===== src/rtl/bch1572_ecc_scheduler.sv =====
// bch1572_ecc_scheduler: arbitrates NUM_REQ requesters onto one shared
// systematic (15,7) encoder and one decoder, returns tagged responses over a
// valid/ready handshake and keeps a saturating decode-error counter.
// Codeword layout: {data[6:0], parity[7:0]}.
// Optional build macro: BCH1572_SCHED_FIXED_PRIO_EN selects fixed priority
// (lowest valid index wins, no round-robin pointer).

package bch1572_pkg;

    // Parity contribution of each data bit; row i sits at [8*i+7:8*i].
    localparam logic [55:0] PARITY_ROWS = {8'hE8, 8'h74, 8'h3A, 8'h1D,
                                           8'h16, 8'h73, 8'hD1};

    function automatic logic [7:0] parity_of(input logic [6:0] data);
        logic [7:0] p;
        p = '0;
        for (int i = 0; i < 7; i++) begin
            if (data[i]) p = p ^ PARITY_ROWS[8*i +: 8];
        end
        return p;
    endfunction

endpackage

// Encoder: appends the parity byte to the 7-bit message.
module bch1572_encoder (
    input  logic [6:0]  data_in,
    output logic [14:0] codeword
);
    assign codeword = {data_in, bch1572_pkg::parity_of(data_in)};
endmodule

// Decoder: extracts the message and flags a non-zero syndrome (no correction).
module bch1572_decoder (
    input  logic [14:0] codeword,
    output logic [6:0]  data_out,
    output logic        error_detected
);
    assign data_out       = codeword[14:8];
    assign error_detected = (bch1572_pkg::parity_of(codeword[14:8]) != codeword[7:0]);
endmodule

module bch1572_ecc_scheduler #(
    parameter  int NUM_REQ   = 4,
    parameter  int ERR_CNT_W = 8,
    localparam int ID_W      = $clog2(NUM_REQ)
) (
    input  logic                   clk,
    input  logic                   rst_n,
    input  logic [NUM_REQ-1:0]     req_valid,
    input  logic [NUM_REQ-1:0]     req_op,
    input  logic [NUM_REQ*15-1:0]  req_data,
    output logic [NUM_REQ-1:0]     req_ready,
    output logic                   rsp_valid,
    input  logic                   rsp_ready,
    output logic [ID_W-1:0]        rsp_id,
    output logic                   rsp_op,
    output logic [14:0]            rsp_data,
    output logic                   rsp_err,
    output logic [ERR_CNT_W-1:0]   err_cnt,
    input  logic                   err_cnt_clr,
    output logic                   busy
);

    typedef enum logic [1:0] {
        S_IDLE = 2'd0,
        S_EXEC = 2'd1,
        S_RESP = 2'd2
    } state_e;

    localparam logic [ERR_CNT_W-1:0] ERR_CNT_MAX = '1;

    state_e                state_q, state_d;
    logic                  op_q, op_d;
    logic [14:0]           opnd_q, opnd_d;
    logic [ID_W-1:0]       opnd_id_q, opnd_id_d;
    logic [ID_W-1:0]       rsp_id_q, rsp_id_d;
    logic                  rsp_op_q, rsp_op_d;
    logic [14:0]           rsp_data_q, rsp_data_d;
    logic                  rsp_err_q, rsp_err_d;
    logic [ERR_CNT_W-1:0]  err_cnt_q, err_cnt_d;

    logic                  gnt_found;
    logic [ID_W-1:0]       gnt_idx;
    logic [14:0]           enc_cw;
    logic [6:0]            dec_data;
    logic                  dec_err;

    // Shared datapath, always driven from the operand register.
    bch1572_encoder u_enc (
        .data_in  (opnd_q[6:0]),
        .codeword (enc_cw)
    );

    bch1572_decoder u_dec (
        .codeword       (opnd_q),
        .data_out       (dec_data),
        .error_detected (dec_err)
    );

`ifdef BCH1572_SCHED_FIXED_PRIO_EN
    // Fixed priority: scan downwards so the lowest valid index is taken last.
    always_comb begin
        gnt_found = 1'b0;
        gnt_idx   = '0;
        for (int i = NUM_REQ - 1; i >= 0; i--) begin
            if (req_valid[i]) begin
                gnt_found = 1'b1;
                gnt_idx   = ID_W'(i);
            end
        end
    end
`else
    logic [ID_W-1:0] ptr_q, ptr_d;

    function automatic logic [ID_W-1:0] wrap_idx(input int sum);
        return ID_W'((sum >= NUM_REQ) ? sum - NUM_REQ : sum);
    endfunction

    // Round-robin: first valid index at or after the pointer, wrapping.
    always_comb begin
        gnt_found = 1'b0;
        gnt_idx   = '0;
        for (int k = NUM_REQ - 1; k >= 0; k--) begin
            if (req_valid[wrap_idx(int'(ptr_q) + k)]) begin
                gnt_found = 1'b1;
                gnt_idx   = wrap_idx(int'(ptr_q) + k);
            end
        end
    end

    // Pointer moves past the served requester once its response is taken.
    always_comb begin
        ptr_d = ptr_q;
        if (state_q == S_RESP && rsp_ready) begin
            ptr_d = (rsp_id_q == ID_W'(NUM_REQ - 1)) ? '0 : rsp_id_q + 1'b1;
        end
    end

    // Round-robin pointer register.
    always_ff @(posedge clk or negedge rst_n) begin
        if (!rst_n) ptr_q <= '0;
        else        ptr_q <= ptr_d;
    end
`endif

    // Next-state, grant, operand capture, response build and error counting.
    always_comb begin
        // NOTE: every signal written here gets a default first, so no latch is inferred.
        state_d    = state_q;
        op_d       = op_q;
        opnd_d     = opnd_q;
        opnd_id_d  = opnd_id_q;
        rsp_id_d   = rsp_id_q;
        rsp_op_d   = rsp_op_q;
        rsp_data_d = rsp_data_q;
        rsp_err_d  = rsp_err_q;
        err_cnt_d  = err_cnt_q;
        req_ready  = '0;

        case (state_q)
            S_IDLE: begin
                if (gnt_found) begin
                    req_ready[gnt_idx] = 1'b1;
                    op_d               = req_op[gnt_idx];
                    opnd_d             = req_data[15*gnt_idx +: 15];
                    opnd_id_d          = gnt_idx;
                    state_d            = S_EXEC;
                end
            end
            S_EXEC: begin
                rsp_id_d   = opnd_id_q;
                rsp_op_d   = op_q;
                rsp_data_d = op_q ? {8'b0, dec_data} : enc_cw;
                rsp_err_d  = op_q & dec_err;
                if (op_q && dec_err && err_cnt_q != ERR_CNT_MAX) begin
                    err_cnt_d = err_cnt_q + 1'b1;
                end
                state_d = S_RESP;
            end
            S_RESP: begin
                if (rsp_ready) state_d = S_IDLE;
            end
            default: state_d = S_IDLE;
        endcase

        // Clear has priority over a same-cycle increment.
        if (err_cnt_clr) err_cnt_d = '0;
    end

    // State, operand and response registers; reset drops any work in flight.
    always_ff @(posedge clk or negedge rst_n) begin
        // NOTE: clocked blocks use non-blocking assignments only, so every flop samples pre-edge values.
        if (!rst_n) begin
            state_q    <= S_IDLE;
            op_q       <= 1'b0;
            opnd_q     <= '0;
            opnd_id_q  <= '0;
            rsp_id_q   <= '0;
            rsp_op_q   <= 1'b0;
            rsp_data_q <= '0;
            rsp_err_q  <= 1'b0;
            err_cnt_q  <= '0;
        end else begin
            state_q    <= state_d;
            op_q       <= op_d;
            opnd_q     <= opnd_d;
            opnd_id_q  <= opnd_id_d;
            rsp_id_q   <= rsp_id_d;
            rsp_op_q   <= rsp_op_d;
            rsp_data_q <= rsp_data_d;
            rsp_err_q  <= rsp_err_d;
            err_cnt_q  <= err_cnt_d;
        end
    end

    assign rsp_valid = (state_q == S_RESP);
    assign busy      = (state_q != S_IDLE);
    assign rsp_id    = rsp_id_q;
    assign rsp_op    = rsp_op_q;
    assign rsp_data  = rsp_data_q;
    assign rsp_err   = rsp_err_q;
    assign err_cnt   = err_cnt_q;

endmodule


===== config.mk =====
export PLATFORM = sky130hd
export DESIGN_NAME = bch1572_ecc_scheduler
export DESIGN_NICKNAME = d
export VERILOG_FILES = /design/src/rtl/bch1572_ecc_scheduler.sv
export SDC_FILE = /design/constraint.sdc
export NUM_CORES = 1
export LEC_CHECK = 0
export ABC_AREA = 1
export CAP_MARGIN = 15
export CORE_MARGIN = 5
export CORE_UTILIZATION = 38
export DETAILED_ROUTE_END_ITERATION = 7
export PLACE_DENSITY = 0.65
export SLEW_MARGIN = 10
export SYNTH_ARGS = -nofsm -noshare
export SYNTH_HDL_FRONTEND = slang
export SYNTH_HIERARCHICAL = 1
export SYNTH_SLANG_ARGS = --single-unit

===== constraint.sdc =====
create_clock -name clk -period 2.5 [get_ports clk]
set_input_delay 0.5 -clock clk [delete_from_list [all_inputs] [get_ports clk]]
set_output_delay 0.5 -clock clk [all_outputs]
set_load 0.01 [all_outputs]

# Word-level counts from Yosys, hierarchy flattened
# Index checks and enable logic that the tools add are counted.
# word_totals
ff_bits,49
in_bits,72
elab_cells,110
# classes
add_sub_neg,9
multipliers,1
magnitude_cmp,10
n_eq_ne,7
n_shift,1
mux,48
n_bitwise,13
n_reduce_logical,11
# ops
operator,n
60-bit by 7-bit variable part select with 15-bit output,1
8-bit two-way mux,7
4-bit NOT,8
7-bit two-way mux,4
2-bit two-way mux,11
5-bit two-way mux,4
2-bit by 3-bit < comparator with 1-bit output (second input constant),5
15-bit two-way mux,1
6-bit two-way mux,2
1-bit binary-select mux with 2-bit select,5
1-bit two-way mux,10
5-bit NOT,2
3-bit >= comparator (second input constant),3
8-bit by 1-bit adder with 8-bit output (second input constant),1
4-bit two-way mux,2
8-bit != test,1
8-bit != test (second input constant),1
2-bit by 1-bit subtractor with 2-bit output (second input constant),4
2-bit by 2-bit adder with 3-bit output (second input constant),2
4-bit by 2-bit multiplier with 6-bit output (first input constant),1
3-bit NOT,2
2-bit case mux with 3 select lines,1
2-bit AND reduction,3
2-bit nonzero test,3
12 further kinds,16

# Longest topological paths before layout
# Gate-level depths: netlist of the first run.
# logic_depth
ltp_word,19
mapped_depth,19

# By module
# The synthesis of the first run kept the hierarchy.
# by_module_without_submodules
mod,n_inst,cells_each,area_each_um2,seq_area_each_um2
bch1572_ecc_scheduler,1,485,3143.0,1226.2
bch1572_decoder,1,103,467.9,0.0
bch1572_encoder,1,41,244.0,0.0

# Worst setup path after synthesis of the first run
# Ideal clock, no wire load.
# synth_path
kind,flip-flop to output port
from,register ptr_q[0]
to,output req_ready[1]
arrival_time_ps,1556
required_ps,2000
path_slack_ps,444
path_stages_with_launch,14
path_buffers,2
path_cell_list,dfrtp_1 > buf_6 > inv_8 > nand2_1 > nand2_1 > nand2_1 > nand2_2 > inv_2 > nand3_1 > nand2_2 > inv_1 > buf_2 > nand3_1 > nor2_1
# synth_between
elab_chain_cells,15
# synth_lines
item,line,rtl
from (decl),114,"logic [ID_W-1:0] ptr_q, ptr_d;"
from (signal assigned),143,else ptr_q <= ptr_d;
2-bit by 2-bit adder with 3-bit output,"125, 127",
3-bit >= comparator / 2-bit by 1-bit subtractor with 2-bit output (equally long branches),117,return ID_W'((sum >= NUM_REQ) ? sum - NUM_REQ : sum);
2-bit two-way mux,117,
1-bit binary-select mux with 2-bit select,125,if (req_valid[wrap_idx(int'(ptr_q) + k)]) begin
1-bit two-way mux (not written as such),125,
2-bit two-way mux (4 in a row),125,
2-bit by 3-bit < comparator with 1-bit output (not written as such) / 2-bit by 1-bit >= comparator with 1-bit output (equally long branches),164,req_ready[gnt_idx] = 1'b1;
1-bit logical AND (not written as such),164,
1-bit two-way mux (not written as such),164,
1-bit demux with 2-bit select,164,
4-bit two-way mux (*),163,if (gnt_found) begin
4-bit two-way mux (*),161,case (state_q)
to (decl),53,"output logic [NUM_REQ-1:0] req_ready,"
# Every way passes the cells marked *; elsewhere a longest branch is shown, timed or not. The select of a mux whose other input is x is not followed.

# Final worst setup path of the first run
# layout_path
from,input req_valid[3]
to,output req_ready[0]
# layout_between
elab_chain_cells,12
# layout_lines
item,line,rtl
from (decl),50,"input logic [NUM_REQ-1:0] req_valid,"
1-bit binary-select mux with 2-bit select,125,
1-bit two-way mux (not written as such),125,
2-bit two-way mux (4 in a row),125,
2-bit by 3-bit < comparator with 1-bit output (not written as such) / 2-bit by 1-bit >= comparator with 1-bit output (equally long branches),164,
1-bit logical AND (not written as such),164,
1-bit two-way mux (not written as such),164,
1-bit demux with 2-bit select,164,
4-bit two-way mux (*),163,
4-bit two-way mux (*),161,
# Marks and branches as above.

==> metrics, run 1 <==
outcome=complete, no violations; worst-margin pin slew=0.655 ns; largest net degree at the start of global routing=33; Synth-to-Final Area Change=33.9%; Clock Tree Root=clkbuf_8; worst-case clock buffer depth=2; CP Class=input port to output pin; fin crit period=2.46 ns; CTS tree=yes; vias in the first global route=about 3800; GR Layer Usage met3=0.0404; Clock Sinks=between 40 and 50; Max Fanout on Critical Path=5; crit start category=input port; met2 track demand over resource=0.250; synth unique cells=28; clock skew=~0.011 ns; GR Util met1=0.221; Max stage delay on crit path=roughly 0.42 ns; DRT Wirelength=between 9000 and 10000 um; IO Count=105; residual overflow from global routing=0; Pint=around 3400 uW; top-area cell type share of the netlist area=0.318; Core Util, Final=0.526; Ant. Diodes=0; final setup vio count=0; layout cells sized above 1=0.112; worst endpoint required time=~2.0 ns; crit-path cells=clkdlybuf4s50_1 > inv_1 > nand2_2 > nand3_2 > nand2_2 > buf_4 > nor2_2 > nand2_4 > nand2_4 > nand2_1 > nor2_1 > buf_2; NetSw=3670 uW; Final ANT Viol Nets=0; period utilization=0.985; Comb power frac=0.698; core area=0.00982 mm^2; first-pass GRT wire length=around 17000 um; initial antenna violation count=0; wire length per cell=11.5 um; Slew headroom=0.563; GR peak layer=met2; Critical Path AT=1.96 ns; Syn. warnings=6; Via density=around 4.6; Achievable Freq=0.406 GHz; Crit-path slowest cell=clkdlybuf4s50_1; Post-Place Worst Slack=-0.438 ns; Worst Hold Class=input port to asynchronous set/reset pin; H-Tree Level Count=2; hold slack final=between 0.2 and 0.25 ns; kind of cell adding the most delay to the critical path=buffers and inverters; latest clock arrival within the worst-skew pair=about 0.31 ns; Vias=3938; Final HPWL DP=slightly below 8000 um; I/O Buffers=approximately 100; TritonRoute pass-1 iters=5; die height=between 100 and 150 um; RePlAce Congestion=around 0.85; net count after synthesis=around 700; clock power share=0.080; Starting Density=0.393; R2R Path Start=opnd_q[8]; cts bufs inserted=5; Yosys top cell by area=dfrtp_1; Die X=between 100 and 150 um; Max Cap Viol=0; register area share after synthesis=0.318; Die ar.=~0.012 mm^2; Setup crit end kind=output pin; CTS clk-pin slew, worst paths=roughly 0.10 ns; synthesized area=0.00385 mm^2; Cells after Synth=about 630; flops & latches, synth=49; Nets=approximately 800; sw frac=0.518; fin. max-slew vios=0; largest cells by area after synthesis=dfrtp_1 (32%), nand2_1 (24%), nand3_1 (12%); Leak Pwr=between 0.002 and 0.003 uW; GRT Total Usage=0.161; Buf/Inv on CP=4; VDD IR max=around 620 uV; pwr dens=~1400 mW/mm^2; Initial DRC Count=between 200 and 250; Final Hold Viols=0; Avg Inst Size Synth=6.13 um^2; Post-route DRC=0; Final WS setup=0.0387 ns; Post-CTS Hold Fix Bufs=0; row cnt=36; sequential power share=0.222; Setup crit start=req_valid[3]
==> registers in the layout, indices dropped and copies added (netlist names) <==
register and flops:
rsp_id 2, state_q 2, err_cnt 8, ptr_q 2, opnd_id_q 2, rsp_err 1
rsp_op 1, op_q 1, opnd_q 15, rsp_data 15
==> cells in the final DEF, fill, tap and decap left out <==
cell | netlist | routed
nor4_1 | 1 | 1
dlymetal6s2s_1 | 0 | 2
o31ai_1 | 1 | 1
nor3_1 | 3 | 3
nor2_4 | 1 | 2
buf_6 | 4 | 1
clkbuf_8 | 0 | 5
nand3b_1 | 2 | 2
xnor2_1 | 5 | 5
xor2_1 | 10 | 10
dfrtp_2 | 0 | 4
inv_8 | 1 | 1
clkdlybuf4s50_1 | 0 | 97
nand3_1 | 92 | 86
buf_2 | 9 | 4
ha_1 | 2 | 2
o21bai_2 | 1 | 1
xor2_2 | 1 | 1
nand2b_1 | 2 | 2
dfrtp_1 | 49 | 45
a21oi_1 | 5 | 4
nor2_2 | 1 | 2
nand3_2 | 0 | 6
buf_4 | 16 | 18
o21ai_2 | 1 | 1
clkinvlp_4 | 0 | 1
nor2_1 | 25 | 23
nand2_2 | 7 | 16
clkinv_4 | 0 | 1
nand2_4 | 3 | 5
inv_2 | 8 | 10
nand2_1 | 242 | 231
a21oi_4 | 0 | 1
o21ai_0 | 25 | 25
inv_1 | 107 | 105
bufinv_16 | 0 | 1
==> worst paths after layout <==
path / to / slack [ns] / cells after the start
hold / removal: rsp_data[10] / 0.21 / 1
setup / recovery: req_ready[0] / 0.04 / 12
max in group asynchronous: opnd_q[12] / 1.67 / 2
setup reg to reg: err_cnt[5] / 0.26 / 16
hold reg to reg: rsp_op / 0.49 / 2
min in group clk: rsp_op / 0.49 / 2
==> worst register-to-register path: stages (launching register included) <==
cell,delay (ns)
dfrtp_1,0.46
inv_1,0.13
nand2_1,0.07
nand3_1,0.09
nand2_1,0.08
o21bai_2,0.19
nand2_1,0.06
nor2_1,0.03
nand2_1,0.05
nand3_1,0.18
a21oi_4,0.20
nor2_1,0.07
nor2_1,0.16
nand2_1,0.10
o21ai_0,0.15
nand2_1,0.07
nor2_1,0.08
==> per-stage QoR <==
stage / total power [uW] / setup TNS (ns) / instances / instance area (um^2)
2_1_floorplan: 5170 / 0 / 629 / 3850
3_3_place_gp: 6280 / -1.33 / 847 / 4940
3_5_place_dp: 6360 / -1.52 / 847 / 4940
4_1_cts: 6940 / -0.0100 / 855 / 5050
5_1_grt: 7940 / -0.117 / 858 / 5160
6_report: 7080 / 0 / 858 / 5160
==> final cells by class <==
type	count	area, um^2
Clock inverter	3	46.3
Fill cell	991	4660
Clock buffer	5	68.8
Tap cell	133	166
Sequential cell	49	1230
Timing Repair Buffer	122	1160
Inverter	116	443
Multi-Input combinational cell	430	2050
==> cell usage after synthesis <==
cell,n
o21bai_2,1
inv_8,1
xnor2_1,5
a21oi_1,5
xor2_1,10
dfrtp_1,49
o21ai_2,1
nor2_4,1
nand2_2,7
o21ai_0,25
nand3_1,92
buf_6,4
clkbuf_1,5
buf_4,16
nand2_4,3
nand3b_1,2
nand2_1,242
nor2_2,1
inv_2,8
o31ai_1,1
nor2_1,25
ha_1,2
buf_2,9
inv_1,107
xor2_2,1
nand2b_1,2
nor3_1,3
nor4_1,1
==> logic make-up after synthesis <==
family / synth area share
and+or+nand+nor: 0.417
buffers and inverters: 0.174
DFF: 0.318
AOI/OAI and AO/OA: 0.0461
xor gates and xnor gates: 0.0383
adders and majority gates: 0.00649
==> power by group through the flow <==
stage / clock, uW / sequential (uW) / combinational, uW
2_1_floorplan: 0 / 1480 / 3680
3_3_place_gp: 0 / 1570 / 4710
3_5_place_dp: 0 / 1580 / 4780
4_1_cts: 585 / 1560 / 4790
5_1_grt: 623 / 1640 / 5680
6_report: 564 / 1570 / 4940
==> layer usage <==
metal / up-vias / wire length (um) / part of all wire
li1: 2076 / - / -
met3: 12 / 747 / 0.076
met2: 136 / 4380 / 0.44
met1: 1714 / 4570 / 0.46
met5: - / 0 / 0
met4: 0 / 155 / 0.016
==> repair_timing <==
item	CTS	global route
resized for setup	19	30
buffers inserted	0	3
endpoints found under the setup margin	4	8
pin swaps	2	6
No activity file was read; power rests on OpenSTA's default activity.
==> run 2: changes to the inputs <==
==> constraint.sdc (replaced) <==
create_clock -name clk -period 2.9 [get_ports clk]
set_input_delay 0.58 -clock clk [delete_from_list [all_inputs] [get_ports clk]]
set_output_delay 0.58 -clock clk [all_outputs]
set_load 0.01 [all_outputs]
==> metrics, run 2 (same netlist as run 1, synthesis figures left out) <==
H-Tree Level Count=2 (unchanged); RePlAce Congestion=0.846 (-0.44%); fin. max-slew vios=0 (unchanged); fin crit period=around 2.8 ns; Achievable Freq=roughly 0.36 GHz; Post-route DRC=0 (unchanged); Comb power frac=0.701 (+0.003); hold slack final=0.219 ns (+0.00981 ns); Die X=111 um (unchanged); Synth-to-Final Area Change=30.0%; Critical Path AT=2.19 ns (+0.23 ns); CTS clk-pin slew, worst paths=0.10 ns (about the same); RSZ-0062 raised after global routing=false; Post-CTS Hold Fix Bufs=0 (unchanged); vias in the first global route=3897 (+3.2%); period utilization=0.955; Clock Tree Root=clkbuf_8; CP Class=input port to output pin; CTS tree=yes; row cnt=36 (unchanged); Tot Pwr=5830 uW (-18%); GRT Total Usage=0.160 (-0.00105); Setup crit end kind=output pin; final setup vio count=0 (unchanged); setup_tns=0 ns (unchanged); Final ANT Viol Nets=0 (unchanged); Leak Pwr=0.00277 uW (-2.3%); wire length per cell=11.5 um (+0.24%); NetSw=3080 uW (-16%); Ant. Diodes=0 (unchanged); Multi-input gate area=0.00196 mm^2 (-4.3%); sw frac=0.528 (+0.00980); Nets=792 (-0.75%); Vias=3910 (-0.71%); core area=0.00982 mm^2 (unchanged); Die ar.=0.0123 mm^2 (unchanged); worst-margin pin slew=0.609 ns (-0.0462 ns); Pint=2750 uW (-19%); Starting Density=0.393 (unchanged); sequential cell area=0.00123 mm^2 (-0.41%); most frequent cells in the layout=nand2_1 (242), inv_1 (107), clkdlybuf4s50_1 (99); Initial DRC Count=241 (+11%); I/O Buffers=104 (unchanged); final std cells w/o fill=852 (-0.70%); Worst Hold Class=input port to asynchronous set/reset pin; DRT Wirelength=9820 um (-0.46%); Via density=4.59 (about the same); Slew headroom=0.594 (+0.0303); worst-case clock buffer depth=2 (unchanged); largest net degree at the start of global routing=50 (+52%); initial antenna violation count=0 (unchanged); Cells after DPL=843 (-0.47%); outcome=complete, no violations; worst endpoint required time=2.32 ns (+0.32 ns); layout cells sized above 1=0.0654 (-0.0464); die height=111 um (unchanged); clock power share=0.069 (-0.011); pwr dens=1160 mW/mm^2 (-15%); first-pass GRT wire length=17200 um (about the same); TritonRoute pass-1 iters=5 (unchanged); residual overflow from global routing=0 (unchanged); Final HPWL DP=7910 um (-0.32%); Max Fanout on Critical Path=3 (-2); crit start category=input port; cts bufs inserted=5 (unchanged); Final Hold Viols=0 (unchanged); sequential power share=0.231 (+0.009); VDD IR max=604 uV (-3.0%); IO Count=105 (unchanged); Clock Sinks=49 (unchanged); latest clock arrival within the worst-skew pair=0.31 ns (about the same); Fillers=989 (-0.20%); most common cell after layout, fill and taps aside=nand2_1; clock skew=0.0102 ns (-0.000830 ns); Max Cap Viol=0 (unchanged)
==> run 2: cell types whose count changed in the layout (fill, tap and decap cells not counted), moves of 6 or more <==
| cell | previous run | this run |
|---|---|---|
| nand2_1 | 231 | 242 |
| nand2_2 | 16 | 7 |
| nand3_1 | 86 | 92 |
| buf_4 | 18 | 11 |
| nand3_2 | 6 | 0 |
==> run 2: what timing repair did <==
| action | CTS | global route |
|---|---|---|
| setup endpoints to repair | 4 | 3 |
| resized for setup | 4 | 5 |
| buffers inserted | 0 | 0 |
==> run 2: per-layer routing <==
metal | GRT usage | up-vias | routed length, um
li1 | - | 2069 | -
met1 | 0.211 | 1695 | 4680
met2 | 0.251 | 127 | 4200
met3 | 0.0431 | 19 | 701
met4 | 0.0558 | 0 | 234
met5 | 0 | - | 0
==> run 2: path summary, 6_finish.rpt <==
kind | from | end | slack, ns | cells after the start
min in group clk | rsp_data[5] | rsp_data[5] | 0.49 | 2
min | rst_n | ptr_q[0] | 0.22 | 1
max in group asynchronous | rst_n | err_cnt[7] | 2.16 | 2
max reg2reg | opnd_q[12] | err_cnt[5] | 0.47 | 18
max | req_valid[3] | req_ready[2] | 0.13 | 12
min reg2reg | rsp_data[5] | rsp_data[5] | 0.49 | 2
==> run 2: final cells by class <==
cell class                      count  share of cell area
Clock inverter                      3             0.00425
Sequential cell                    49               0.245
Multi-Input combinational cell    430               0.391
Inverter                          116              0.0884
Clock buffer                        5              0.0137
Timing Repair Buffer              116               0.225
Tap cell                          133              0.0332
==> run 2: critical path: stages <==
cell and delay, ns:
clkdlybuf4s50_1 0.48, inv_1 0.05, nand2_1 0.07, nand3_1 0.12
nand2_1 0.14, nor2_1 0.06, nand3_1 0.08, nand2_2 0.06
nor2_1 0.13, nand2_1 0.07, inv_1 0.05, dlygate4sd2_1 0.29
==> run 2: power by group through the flow <==
stage	clock, uW	combinational (uW)	sequential [uW]
floorplan	0	3180	1280
global placement	0	4030	1350
detailed placement	0	4100	1350
CTS	420	4100	1340
global route	448	4690	1400
finish	401	4080	1340
==> run 2: through the flow <==
stage / util / area [um^2] / setup WS [ns]
6_report: 0.510 / 5010 / 0.131
5_1_grt: 0.510 / 5010 / 0.00987
4_1_cts: 0.509 / 5000 / 0.0794
3_5_place_dp: 0.500 / 4910 / -0.175
3_3_place_gp: 0.500 / 4910 / -0.111
2_1_floorplan: - / 3850 / 0.705
==> run 3: changes to the inputs <==
--- a/config.mk
+++ b/config.mk
@@ -5,12 +5,11 @@
 export SDC_FILE = /design/constraint.sdc
 export NUM_CORES = 1
 export LEC_CHECK = 0
-export ABC_AREA = 1
 export CAP_MARGIN = 15
 export CORE_MARGIN = 5
-export CORE_UTILIZATION = 38
+export CORE_UTILIZATION = 30
 export DETAILED_ROUTE_END_ITERATION = 7
-export PLACE_DENSITY = 0.65
+export PLACE_DENSITY = 0.64
 export SLEW_MARGIN = 10
 export SYNTH_ARGS = -nofsm -noshare
 export SYNTH_HDL_FRONTEND = slang
==> metrics, run 3 <==
IO Count=105 (unchanged); worst-case clock buffer depth=2 (unchanged); hold slack final=0.377 ns (+0.158 ns); TritonRoute pass-1 iters=6 (+1); setup_tns=0 ns (unchanged); Post-route DRC=0 (unchanged); Vias=2481 (-37%); Ant. Diodes=0 (unchanged); Async SR Flop Fraction=1.00 (unchanged); Final HPWL DP=6260 um (-21%); Yosys top cell by area=dfrtp_1; Initial DRC Count=66 (-73%); top-area cell type share of the netlist area=0.393 (+0.0750); residual overflow from global routing=0 (unchanged); H-Tree Level Count=2 (unchanged); Commonest cells post-synth=dfrtp_1 (49), mux2i_1 (41), nand2_1 (41); VDD IR max=377 uV (-38%); Leak Pwr=0.00189 uW (-32%); largest net degree at the start of global routing=50 (unchanged); latest clock arrival within the worst-skew pair=0.29 ns (-0.02 ns); kind of cell adding the most delay to the critical path=buffers and inverters; period utilization=0.951 (-0.00344); Post-Place Worst Slack=-0.145 ns (+0.0294 ns); Crit-path slowest cell=clkdlybuf4s50_1; Final ANT Viol Nets=0 (unchanged); synthesized area=0.00312 mm^2 (-19%); Max stage delay on crit path=0.47 ns (about the same); flops & latches, synth=49 (unchanged); Top FF cell, synth=dfrtp_1; core area=0.0102 mm^2 (+4.2%); Clock Sinks=49 (unchanged); Buf/Inv on CP=2 (-2); Max Fanout on Critical Path=4 (+1); I/O Buffers=104 (unchanged); initial antenna violation count=0 (unchanged); Starting Density=0.305 (-0.0877); Max Cap Viol=0 (unchanged); Post-CTS Hold Fix Bufs=0 (unchanged); Nets=469 (-41%); fin area=0.00430 mm^2 (-14%); worst-margin pin slew=0.800 ns (+0.191 ns); Synth-to-Final Area Change=37.8%; fin crit period=2.76 ns (-0.00997 ns); final setup vio count=0 (unchanged); R2R Path Start=opnd_q[13]; clock skew=0.00800 ns (-0.00221 ns); final std cells w/o fill=531 (-38%); wire length per cell=14.8 um (+28%); crit-path cells=clkdlybuf4s50_1 > nor2b_1 > a221o_1 > a21o_1 > nor2_1 > dlygate4sd2_1; GRT Total Usage=0.126 (-0.0338); Final Hold Viols=0 (unchanged); fin. max-slew vios=0 (unchanged); first-pass GRT wire length=13100 um (-24%); Die ar.=0.0125 mm^2 (+2.3%); Syn. warnings=6 (unchanged); worst endpoint required time=2.32 ns (about the same); row cnt=37 (+2.8%); RSZ-0062 raised after global routing=false; Die X=112 um (+1.1%); Reg2Reg Capture Point=err_cnt[6]; most common cell after layout, fill and taps aside=clkdlybuf4s50_1; Avg Inst Size Synth=10.4 um^2 (+69%); most common cell in the netlist=dfrtp_1; crit start category=input port; synth unique cells=51 (+82%); Worst Hold Class=input port to asynchronous set/reset pin; Achievable Freq=0.362 GHz (+0.36%); DRT Wirelength=7840 um (-20%); vias in the first global route=2619 (-33%); layout cells sized above 1=0.0911 (+0.0258); worst reg-to-reg setup slack=0.46 ns (about the same); Clock Tree Root=clkbuf_8; pwr dens=955 mW/mm^2 (-18%); Post-synth EDFFs=0 (unchanged); register area share after synthesis=0.393 (+0.0750); Cells after DPL=524 (-38%); net count after synthesis=375 (-47%); CTS clk-pin slew, worst paths=0.09 ns (about the same); dpl cell area=0.00420 mm^2 (-14%); Final WS setup=0.141 ns (+0.00997 ns); cells on worst reg2reg path=8 (-10); Via density=4.67 (+1.8%); post-CTS setup buffers=0 (unchanged); Critical Path AT=2.18 ns (about the same); most frequent cells in the layout=clkdlybuf4s50_1 (99), dfrtp_1 (49), nand2_1 (41), mux2i_1 (41), xnor2_1 (19); Slew headroom=0.467 (-0.127); CTS tree=yes; largest cells by area after synthesis=dfrtp_1 (39%), mux2i_1 (13%), xnor2_1 (5.3%); outcome=complete, no violations; Cells after Synth=301 (-52%); cts bufs inserted=5 (unchanged); RePlAce Congestion=0.766 (-9.4%); die height=112 um (+1.1%); Setup crit end kind=output pin; CP Class=input port to output pin
==> run 3: final cells by class <==
cell class,instances,area (um^2)
Fill cell,1023,5930
Multi-Input combinational cell,214,1630
Sequential cell,49,1230
Timing Repair Buffer,119,1140
Tap cell,136,170
Clock buffer,5,68.8
Clock inverter,2,35.0
Inverter,6,22.5
==> run 3: routing by layer <==
layer / vias up / share of wire / global-route usage
met5: - / 0 / 0
met4: 0 / 0.012 / 0.0337
met3: 6 / 0.064 / 0.0315
met2: 87 / 0.46 / 0.198
met1: 1149 / 0.46 / 0.172
li1: 1239 / - / -
==> run 3: worst max path at each step <==
stage	slack, ns	cells after the start	start	endpoint
6_report	0.14	6	req_valid[2]	req_ready[1]
5_1_grt	0.001	6	req_valid[1]	req_ready[0]
4_1_cts	0.12	6	req_valid[2]	req_ready[1]
3_5_place_dp	-0.15	6	req_valid[1]	req_ready[1]
3_3_place_gp	-0.12	6	req_valid[2]	req_ready[1]
2_1_floorplan	0.69	6	req_valid[2]	req_ready[1]
==> run 3: report_power, final <==
group          switching [uW]  total [uW]  internal, uW
Sequential                340        1300           957
Combinational            1020        2330          1310
Clock                     220         471           251
Total                    1580        4100          2520
==> run 3: through the flow <==
stage                util  power (uW)
floorplan               -        3070
global placement    0.411        3650
detailed placement  0.411        3700
CTS                 0.420        4180
global route        0.420        4450
finish              0.420        4100
==> run 3: kinds of logic (layout without fill, tap and decap cells) <==
| logic type | Yosys count | in the layout | synth area share |
|---|---|---|---|
| buf+inv | 38 | 132 | 0.0870 |
| compound gates | 51 | 51 | 0.121 |
| simple gates | 84 | 84 | 0.132 |
| xor+xnor | 31 | 31 | 0.108 |
| fa+ha+maj | 2 | 2 | 0.00802 |
| mux | 46 | 46 | 0.151 |
| flops | 49 | 49 | 0.393 |
==> run 3: what timing repair did <==
item                                   CTS  global route
resized for setup                        4             0
endpoints found under the hold margin    0             0
setup endpoints to repair                4             0
